**config.mk**
```make
export PLATFORM = sky130hd
export DESIGN_NAME = bcd_convert_scheduler
export DESIGN_NICKNAME = d
export VERILOG_FILES = /design/src/rtl/bcd_convert_scheduler.sv
export SDC_FILE = /design/constraint.sdc
export NUM_CORES = 1
export LEC_CHECK = 0
export CAP_MARGIN = 10
export CELL_PAD_IN_SITES_DETAIL_PLACEMENT = 0
export CELL_PAD_IN_SITES_GLOBAL_PLACEMENT = 2
export CORE_UTILIZATION = 33
export DETAILED_ROUTE_END_ITERATION = 8
export GPL_ROUTABILITY_DRIVEN = 0
export PLACE_DENSITY_LB_ADDON = 0.1
export SLEW_MARGIN = 20
export SYNTH_ARGS = -nofsm -noshare
export SYNTH_HDL_FRONTEND = slang
export SYNTH_SLANG_ARGS = --single-unit
export TNS_END_PERCENT = 10
```
**constraint.sdc**
```tcl
create_clock -name clock -period 3.98 [get_ports clock]
set_input_delay 0.398 -clock clock [delete_from_list [all_inputs] [get_ports clock]]
set_output_delay 0.398 -clock clock [all_outputs]
set_load 0.03 [all_outputs]
```
**src/rtl/bcd_convert_scheduler.sv**
```systemverilog
`default_nettype none
// ============================================================================
// Module   : bcd_convert_scheduler
// Purpose  : Two requesters share one iterative double-dabble engine that
//            converts an N-bit binary operand into three BCD digits.
//            Round-robin arbitration uses a last-served flag.
// Ports    : clock         - single clock, rising edge
//            reset         - synchronous, active-high
//            req0/req1     - level requests, held until the matching ack
//            bin0/bin1     - N-bit operands, sampled only on the grant edge
//            ack0/ack1     - one-cycle result-valid pulses (never together)
//            bcd0/bcd1     - 12-bit results {hundreds, tens, units}, held
//            busy          - high while a conversion is in progress
// Revision : 1.0 - initial release
// ============================================================================
module bcd_convert_scheduler #(
  parameter int N = 8  // operand width, 1..9
) (
  input  logic         clock,
  input  logic         reset,
  input  logic         req0,
  input  logic [N-1:0] bin0,
  input  logic         req1,
  input  logic [N-1:0] bin1,
  output logic         ack0,
  output logic         ack1,
  output logic [11:0]  bcd0,
  output logic [11:0]  bcd1,
  output logic         busy
);

  localparam int CW = (N > 1) ? $clog2(N) : 1;
  localparam logic [CW-1:0] LAST_CNT = CW'(N - 1);

  typedef enum logic [1:0] {
    S_IDLE  = 2'd0,
    S_SHIFT = 2'd1,
    S_DONE  = 2'd2
  } state_t;

  state_t          state_q;
  logic [11:0]     bcd_q;    // shared BCD shift register
  logic [N-1:0]    opnd_q;   // shared operand register
  logic [CW-1:0]   cnt_q;    // shift counter
  logic            sel_q;    // requester currently being served
  logic            last_q;   // last-served requester (1 = requester 1)
  logic [11:0]     bcd0_q;
  logic [11:0]     bcd1_q;
  logic            ack0_q;
  logic            ack1_q;
  logic            busy_q;

  logic [11:0]     adj_d;    // digits after the add-3 correction
  logic [11:0]     shift_d;  // BCD value after this cycle's shift
  logic            grant1_d; // 1 = grant requester 1 this cycle

  // Add-3 correction on every digit >= 5, then shift in the operand MSB.
  always_comb begin
    adj_d = bcd_q;
    for (int i = 0; i < 3; i++) begin
      if (bcd_q[4*i +: 4] >= 4'd5) begin
        adj_d[4*i +: 4] = bcd_q[4*i +: 4] + 4'd3;
      end
    end
    shift_d = {adj_d[10:0], opnd_q[N-1]};
  end

  // Requester 1 wins when it is alone, or on a tie when requester 0
  // was the one served last.
  always_comb begin
    grant1_d = req1 & (~req0 | ~last_q);
  end

  always_ff @(posedge clock) begin
    if (reset) begin
      state_q <= S_IDLE;
      bcd_q   <= 12'h000;
      opnd_q  <= '0;
      cnt_q   <= '0;
      sel_q   <= 1'b0;
      last_q  <= 1'b1;
      bcd0_q  <= 12'h000;
      bcd1_q  <= 12'h000;
      ack0_q  <= 1'b0;
      ack1_q  <= 1'b0;
      busy_q  <= 1'b0;
    end else begin
      ack0_q <= 1'b0;
      ack1_q <= 1'b0;
      case (state_q)
        S_IDLE: begin
          if (req0 | req1) begin
            sel_q   <= grant1_d;
            last_q  <= grant1_d;
            opnd_q  <= grant1_d ? bin1 : bin0;
            bcd_q   <= 12'h000;
            cnt_q   <= '0;
            busy_q  <= 1'b1;
            state_q <= S_SHIFT;
          end
        end
        S_SHIFT: begin
          bcd_q  <= shift_d;
          opnd_q <= opnd_q << 1;
          cnt_q  <= cnt_q + CW'(1);
          if (cnt_q == LAST_CNT) begin
            // Publish the result now so it is stable before the ack pulse.
            if (sel_q) begin
              bcd1_q <= shift_d;
            end else begin
              bcd0_q <= shift_d;
            end
            state_q <= S_DONE;
          end
        end
        S_DONE: begin
          // The ack register is loaded on the edge leaving DONE, so the
          // pulse appears N+1 edges after the grant edge.
          ack0_q  <= ~sel_q;
          ack1_q  <= sel_q;
          busy_q  <= 1'b0;
          state_q <= S_IDLE;
        end
        default: begin
          state_q <= S_IDLE;
        end
      endcase
    end
  end

  assign ack0 = ack0_q;
  assign ack1 = ack1_q;
  assign bcd0 = bcd0_q;
  assign bcd1 = bcd1_q;
  assign busy = busy_q;

endmodule
`default_nettype wire

```
Yosys cells after proc, flatten, opt, wreduce, memory -nomap -nowiden
Cells that the tools add are included.

cells by class
  divide/modulo/power cells = 0
  multiply operators = 0
  equality and inequality tests = 5
  add/subtract/negate cells = 4
  $lt $le $gt $ge = 3
  reductions and logical operators = 10
  bitwise gates (word level) = 7
  multiplexer cells = 15
  shifts and indexed selects = 0

operator list
  operator                                                                number
  12-bit one-hot mux with 2 select lines                                  1
  8-bit 2-to-1 mux                                                        2
  8-bit one-hot mux with 2 select lines                                   1
  4-bit by 3-bit >= comparator with 1-bit output (second input constant)  3
  12-bit 2-to-1 mux                                                       1
  4-bit by 2-bit adder with 4-bit output (second input constant)          2
  4-bit 2-to-1 mux                                                        2
  2-bit AND reduction                                                     4
  3-bit 2-to-1 mux                                                        2
  3-bit one-hot mux with 2 select lines                                   1
  3-bit AND reduction                                                     2
  2-bit 2-to-1 mux                                                        2
  2-bit != test (second input constant)                                   2
  1-bit NOT                                                               4
  2-bit one-hot mux with 2 select lines                                   1
  2-bit nonzero test                                                      2
  3-bit by 1-bit adder with 3-bit output (second input constant)          1
  3-bit by 2-bit adder with 3-bit output (second input constant)          1
  3-bit equality test (second input constant)                             1
  2-bit by 1-bit equality test with 1-bit output (second input constant)  1
  2-bit equality test (second input constant)                             1
  2-bit logical NOT                                                       1
  1-bit OR                                                                2
  1-bit one-hot mux with 2 select lines                                   1
  other kinds (3)                                                         3

storage, ports and cells
  memories = 0
  bits in writable memories = 0
  register bits after elaboration = 54
  bits in latches = 0
  bits in read-only memories = 0
  output and inout bits = 27

Depth between registers and ports, before layout
  depth after elaboration = 6
  gate-level depth with buffers = 7

Worst setup path before layout
OpenSTA, ideal clock, no wires.

  path kind = register -> register
  start point = register bcd_q[1]
  end point = register bcd1_q[2], in the netlist bcd1[2]
  stages on the path, launching flop included = 7
  buffers on the path = 0
  clock period less this slack = 1.469 ns
  arrival = 1.395 ns
  path slack = 2.511 ns
  cells stage by stage = dfxtp_1 -> inv_1 -> ha_1 -> nand2b_1 -> a21oi_1 -> mux2_2 -> o22ai_1

between the ends
  word-level cells in the longest chain between the ends = 2
  elaborated cells between the ends (all ways) = 3
  classes of those cells = add/sub: 1; order compare: 1; mux: 1

ends and longest elaborated chain
  what                                                                                                      line    source
  start: declaration                                                                                        42      logic [11:0] bcd_q;
  start signal: assignment                                                                                  103     bcd_q <= shift_d;
  4-bit by 2-bit adder with 4-bit output or 4-bit by 3-bit >= comparator with 1-bit output (tied branches)  62, 61
  4-bit 2-to-1 mux (*)                                                                                      61      if (bcd_q[4*i +: 4] >= 4'd5) begin
  end signal: assignment                                                                                    109     bcd1_q <= shift_d;
  end: declaration                                                                                          48      logic [11:0] bcd1_q;

Mark *: on every way between the ends. The rest lies on a longest branch, timed or not.
A chain may end at the register's enable or synchronous reset.

==> impl_metrics.prom <==
# TYPE chip_impl_metric gauge
chip_impl_info{name="status",value="finished clean"} 1
chip_impl_metric{name="worst_skew_late_latency",unit="ps"} 310
chip_impl_metric{name="worst_pin_slew",unit="ps"} 678
chip_impl_metric{name="final_min_period_over_clock_period",unit="%"} 54.6
chip_impl_metric{name="finalNetCount",unit=""} 308
chip_impl_metric{name="intPower",unit="mW"} 0.776
chip_impl_info{name="timing.hold.worst.class",value="reg2reg"} 1
chip_impl_metric{name="finalClockSkew",unit="ps"} 10.6
chip_impl_metric{name="antenna_found_initial",unit=""} 0
chip_impl_metric{name="die_height",unit="µm"} 85.1
chip_impl_metric{name="total_congestion_overflow_after_global_routing",unit=""} 0
chip_impl_metric{name="fp.dieArea",unit="µm²"} 7240
chip_impl_metric{name="vdd_ir_drop_max",unit="µV"} 138
chip_impl_metric{name="maxCapViolations",unit=""} 0
chip_impl_metric{name="cts_max_path_buffers",unit=""} 2
chip_impl_metric{name="max-slew-margin-rel",unit="%"} 54.8
chip_impl_metric{name="detailed_place_hpwl",unit="µm"} 3660
chip_impl_info{name="synth.most_common_cell",value="sky130_fd_sc_hd__dfxtp_1"} 1
chip_impl_metric{name="post_drt_via_cell_ratio",unit=""} 5.07
chip_impl_metric{name="area_growth_syn_to_fin",unit="%"} 26.1
chip_impl_metric{name="layout.core_utilization",unit="%"} 44.3
chip_impl_metric{name="initialDrtViolationCount",unit=""} 89
chip_impl_metric{name="post_drt_wl_per_cell",unit="µm"} 14.3
chip_impl_metric{name="antenna_cells",unit=""} 0
chip_impl_metric{name="cellLeakagePower",unit="nW"} 1.01
chip_impl_metric{name="synth-async-reset-ratio",unit="%"} 0
chip_impl_metric{name="postCtsHoldBufs",unit=""} 0
chip_impl_metric{name="share_clk_of_total_power",unit="%"} 37.3
chip_impl_metric{name="track_usage",unit="%"} 15.2
chip_impl_metric{name="post_cts_resized",unit=""} 0
chip_impl_metric{name="timing.critical_path.required",unit="ps"} 4190
chip_impl_metric{name="number_of_hold_violations_in_the_final_report",unit=""} 0
chip_impl_metric{name="number_of_max_slew_violations_in_the_final_report",unit=""} 0
chip_impl_metric{name="post_synth_num_cell_types",unit=""} 36
chip_impl_metric{name="netSwitchingPower",unit="mW"} 0.232
chip_impl_info{name="cp-end-kind",value="flop"} 1
chip_impl_info{name="grt_setup_unrepaired",value="false"} 1
chip_impl_metric{name="route.antenna.remaining_nets",unit=""} 0
chip_impl_metric{name="seq_area_frac_synth",unit="%"} 47.4
chip_impl_info{name="cts_tree",value="yes"} 1
chip_impl_metric{name="post_synth_inst_count",unit=""} 238
chip_impl_metric{name="timing.critical_path.arrival",unit="ps"} 2380
chip_impl_metric{name="syn-mean-instance-area",unit="µm²"} 9.58
chip_impl_info{name="worstSetupPathType",value="in2reg"} 1
chip_impl_metric{name="combined_area_of_all_synthesized_cells",unit="µm²"} 2280
chip_impl_metric{name="post_cts.repair.setup_buffers",unit=""} 0
chip_impl_metric{name="cts_max_level",unit=""} 2
chip_impl_info{name="post-synth-top-area-cell",value="sky130_fd_sc_hd__dfxtp_1"} 1
chip_impl_metric{name="setup_ws",unit="ps"} 1810
chip_impl_info{name="synth.area.top_cells",value="sky130_fd_sc_hd__dfxtp_1, sky130_fd_sc_hd__o22ai_1, sky130_fd_sc_hd__nand2_1"} 1
chip_impl_metric{name="netlist.area_leader.share",unit="%"} 47.4
chip_impl_metric{name="post-route-min-period",unit="ps"} 2170
chip_impl_metric{name="tritoncts_num_sinks",unit=""} 54
chip_impl_metric{name="power_per_unit_of_standard_cell_area",unit="nW/µm²"} 350
chip_impl_metric{name="ys.warnings.count",unit=""} 0
chip_impl_metric{name="seq_power_share",unit="%"} 55.6
chip_impl_info{name="cts.root.buffer_cell",value="sky130_fd_sc_hd__clkbuf_8"} 1
chip_impl_metric{name="path_clk_slew",unit="ps"} 100
chip_impl_metric{name="port-buffer-count",unit=""} 46
chip_impl_metric{name="setup-tns-final",unit="ps"} 0
chip_impl_metric{name="place_ws",unit="ps"} 1460
chip_impl_metric{name="netSwitchingFraction",unit="%"} 23.0
chip_impl_metric{name="io_pins",unit=""} 47
chip_impl_metric{name="post-route-drc-count",unit=""} 0
chip_impl_metric{name="syn_nets",unit=""} 266
chip_impl_metric{name="cts_inserted_buffers",unit=""} 5
chip_impl_metric{name="timing.final.setup_violations",unit=""} 0
chip_impl_metric{name="placeableCoreArea",unit="µm²"} 6490
chip_impl_metric{name="vias",unit=""} 1815
chip_impl_metric{name="synth-edff-count",unit=""} 0
chip_impl_metric{name="synth.ff_latch_count",unit=""} 54
chip_impl_info{name="ys_top_cells_by_count",value="sky130_fd_sc_hd__dfxtp_1, sky130_fd_sc_hd__nand2_1, sky130_fd_sc_hd__nor2_1, sky130_fd_sc_hd__o22ai_1, sky130_fd_sc_hd__o21ai_0"} 1
chip_impl_metric{name="max_freq",unit="GHz"} 0.460
chip_impl_metric{name="global_route_wire_length_before_repair",unit="µm"} 8660
chip_impl_metric{name="drt_pre_antenna_iters",unit=""} 4
chip_impl_metric{name="fraction_of_layout_instances_using_a_drive_strength_above_1",unit="%"} 8.19
chip_impl_metric{name="grt_start_max_net_pins",unit=""} 26
chip_impl_info{name="crit_path_start_kind",value="input port"} 1
chip_impl_metric{name="grt_pass1_vias",unit=""} 1682
chip_impl_info{name="most_common_flop_cell_mapped_by_yosys",value="sky130_fd_sc_hd__dfxtp_1"} 1
chip_impl_metric{name="crit_fanout",unit=""} 25
chip_impl_metric{name="drt_wl_total",unit="µm"} 5100
chip_impl_metric{name="start_util",unit="%"} 35.1
chip_impl_metric{name="pwr-share-comb",unit="%"} 7.2
chip_impl_metric{name="placementRows",unit=""} 29
chip_impl_metric{name="die_w",unit="µm"} 85.1
==> per-layer routing <==
metal  vias up  share of wire (%)  global-route usage (%)  wire (µm)
met5         -                  0                       0          0
met4         0                1.1                    4.16         57
met3         5                3.1                    3.79        160
met2        30                 42                    22.7       2140
met1       846                 54                    21.8       2740
li1        934                  -                       -          -
==> cell type report <==
cell class,count,area (µm²)
fill,649,3620
timing repair buffer,48,475
multi-input combinational,163,1080
tap,77,96.3
clock inverter,3,43.8
inverter,8,30.0
clock buffer,5,68.8
sequential,54,1080
==> kinds of logic (layout without fill, tap and decap cells) <==
kind of cell	after synthesis	in the layout	synth area share [%]
xor gates and xnor gates	3	3	1.15
adders and majority gates	8	8	4.39
AOI/OAI and AO/OA	68	68	20.2
DFF	54	54	47.4
and+or+nand+nor	71	71	15.8
buffers and inverters	21	64	5.21
muxes	13	13	5.87
==> sequential cells by signal, indices dropped and copies added, names as in the netlist <==
name and flops:
cnt_q 3, ack0 1, opnd_q 8, bcd0 12, busy 1, sel_q 1
bcd_q 12, state_q 2, last_q 1, bcd1 12, ack1 1
==> worst paths after layout <==
check,from,slack [ps],to,depth (start not counted)
setup / recovery,reset,1810,bcd_q[3],5
hold / removal,opnd_q[0],460,opnd_q[0],2
setup reg to reg,cnt_q[0],2010,bcd0[9],6
hold reg to reg,opnd_q[0],460,opnd_q[0],2
==> per-stage QoR <==
step / power, mW / instances / hold WS [ps] / area, µm²
after floorplan: 0.616 / 238 / 425 / 2280
after global routing: 1.05 / 358 / 493 / 2880
after global placement: 0.645 / 350 / 451 / 2760
final: 1.01 / 358 / 462 / 2880
after CTS: 1.02 / 358 / 470 / 2880
after detailed placement: 0.645 / 350 / 448 / 2760
==> critical path, stage by stage <==
cell,delay (ps)
sky130_fd_sc_hd__clkdlybuf4s50_1,450
sky130_fd_sc_hd__buf_4,290
sky130_fd_sc_hd__inv_1,390
sky130_fd_sc_hd__o21a_1,430
sky130_fd_sc_hd__a221o_1,410
==> cells in the final DEF, fill, tap and decap left out, drive strengths merged, types with 2 or more instances in the layout <==
cell,n
a211oi,9
a21oi,10
a221o,2
a22o,3
a22oi,7
and2,2
and3,4
buf,2
clkbuf,5
clkdlybuf4s50,46
dfxtp,54
ha,8
inv,9
mux2,3
mux2i,10
nand2,31
nand2b,4
nor2,19
nor3b,6
o21ai,14
o22ai,19
xnor2,3
==> power groups by stage <==
stage / Combinational (mW) / Sequential (mW) / Clock [mW]
2_1_floorplan: 0.0457 / 0.571 / 0
3_3_place_gp: 0.0722 / 0.573 / 0
3_5_place_dp: 0.0729 / 0.573 / 0
4_1_cts: 0.0729 / 0.560 / 0.387
5_1_grt: 0.0793 / 0.562 / 0.412
6_report: 0.0721 / 0.560 / 0.376
Note: power is estimated with default switching activity, not from simulation.
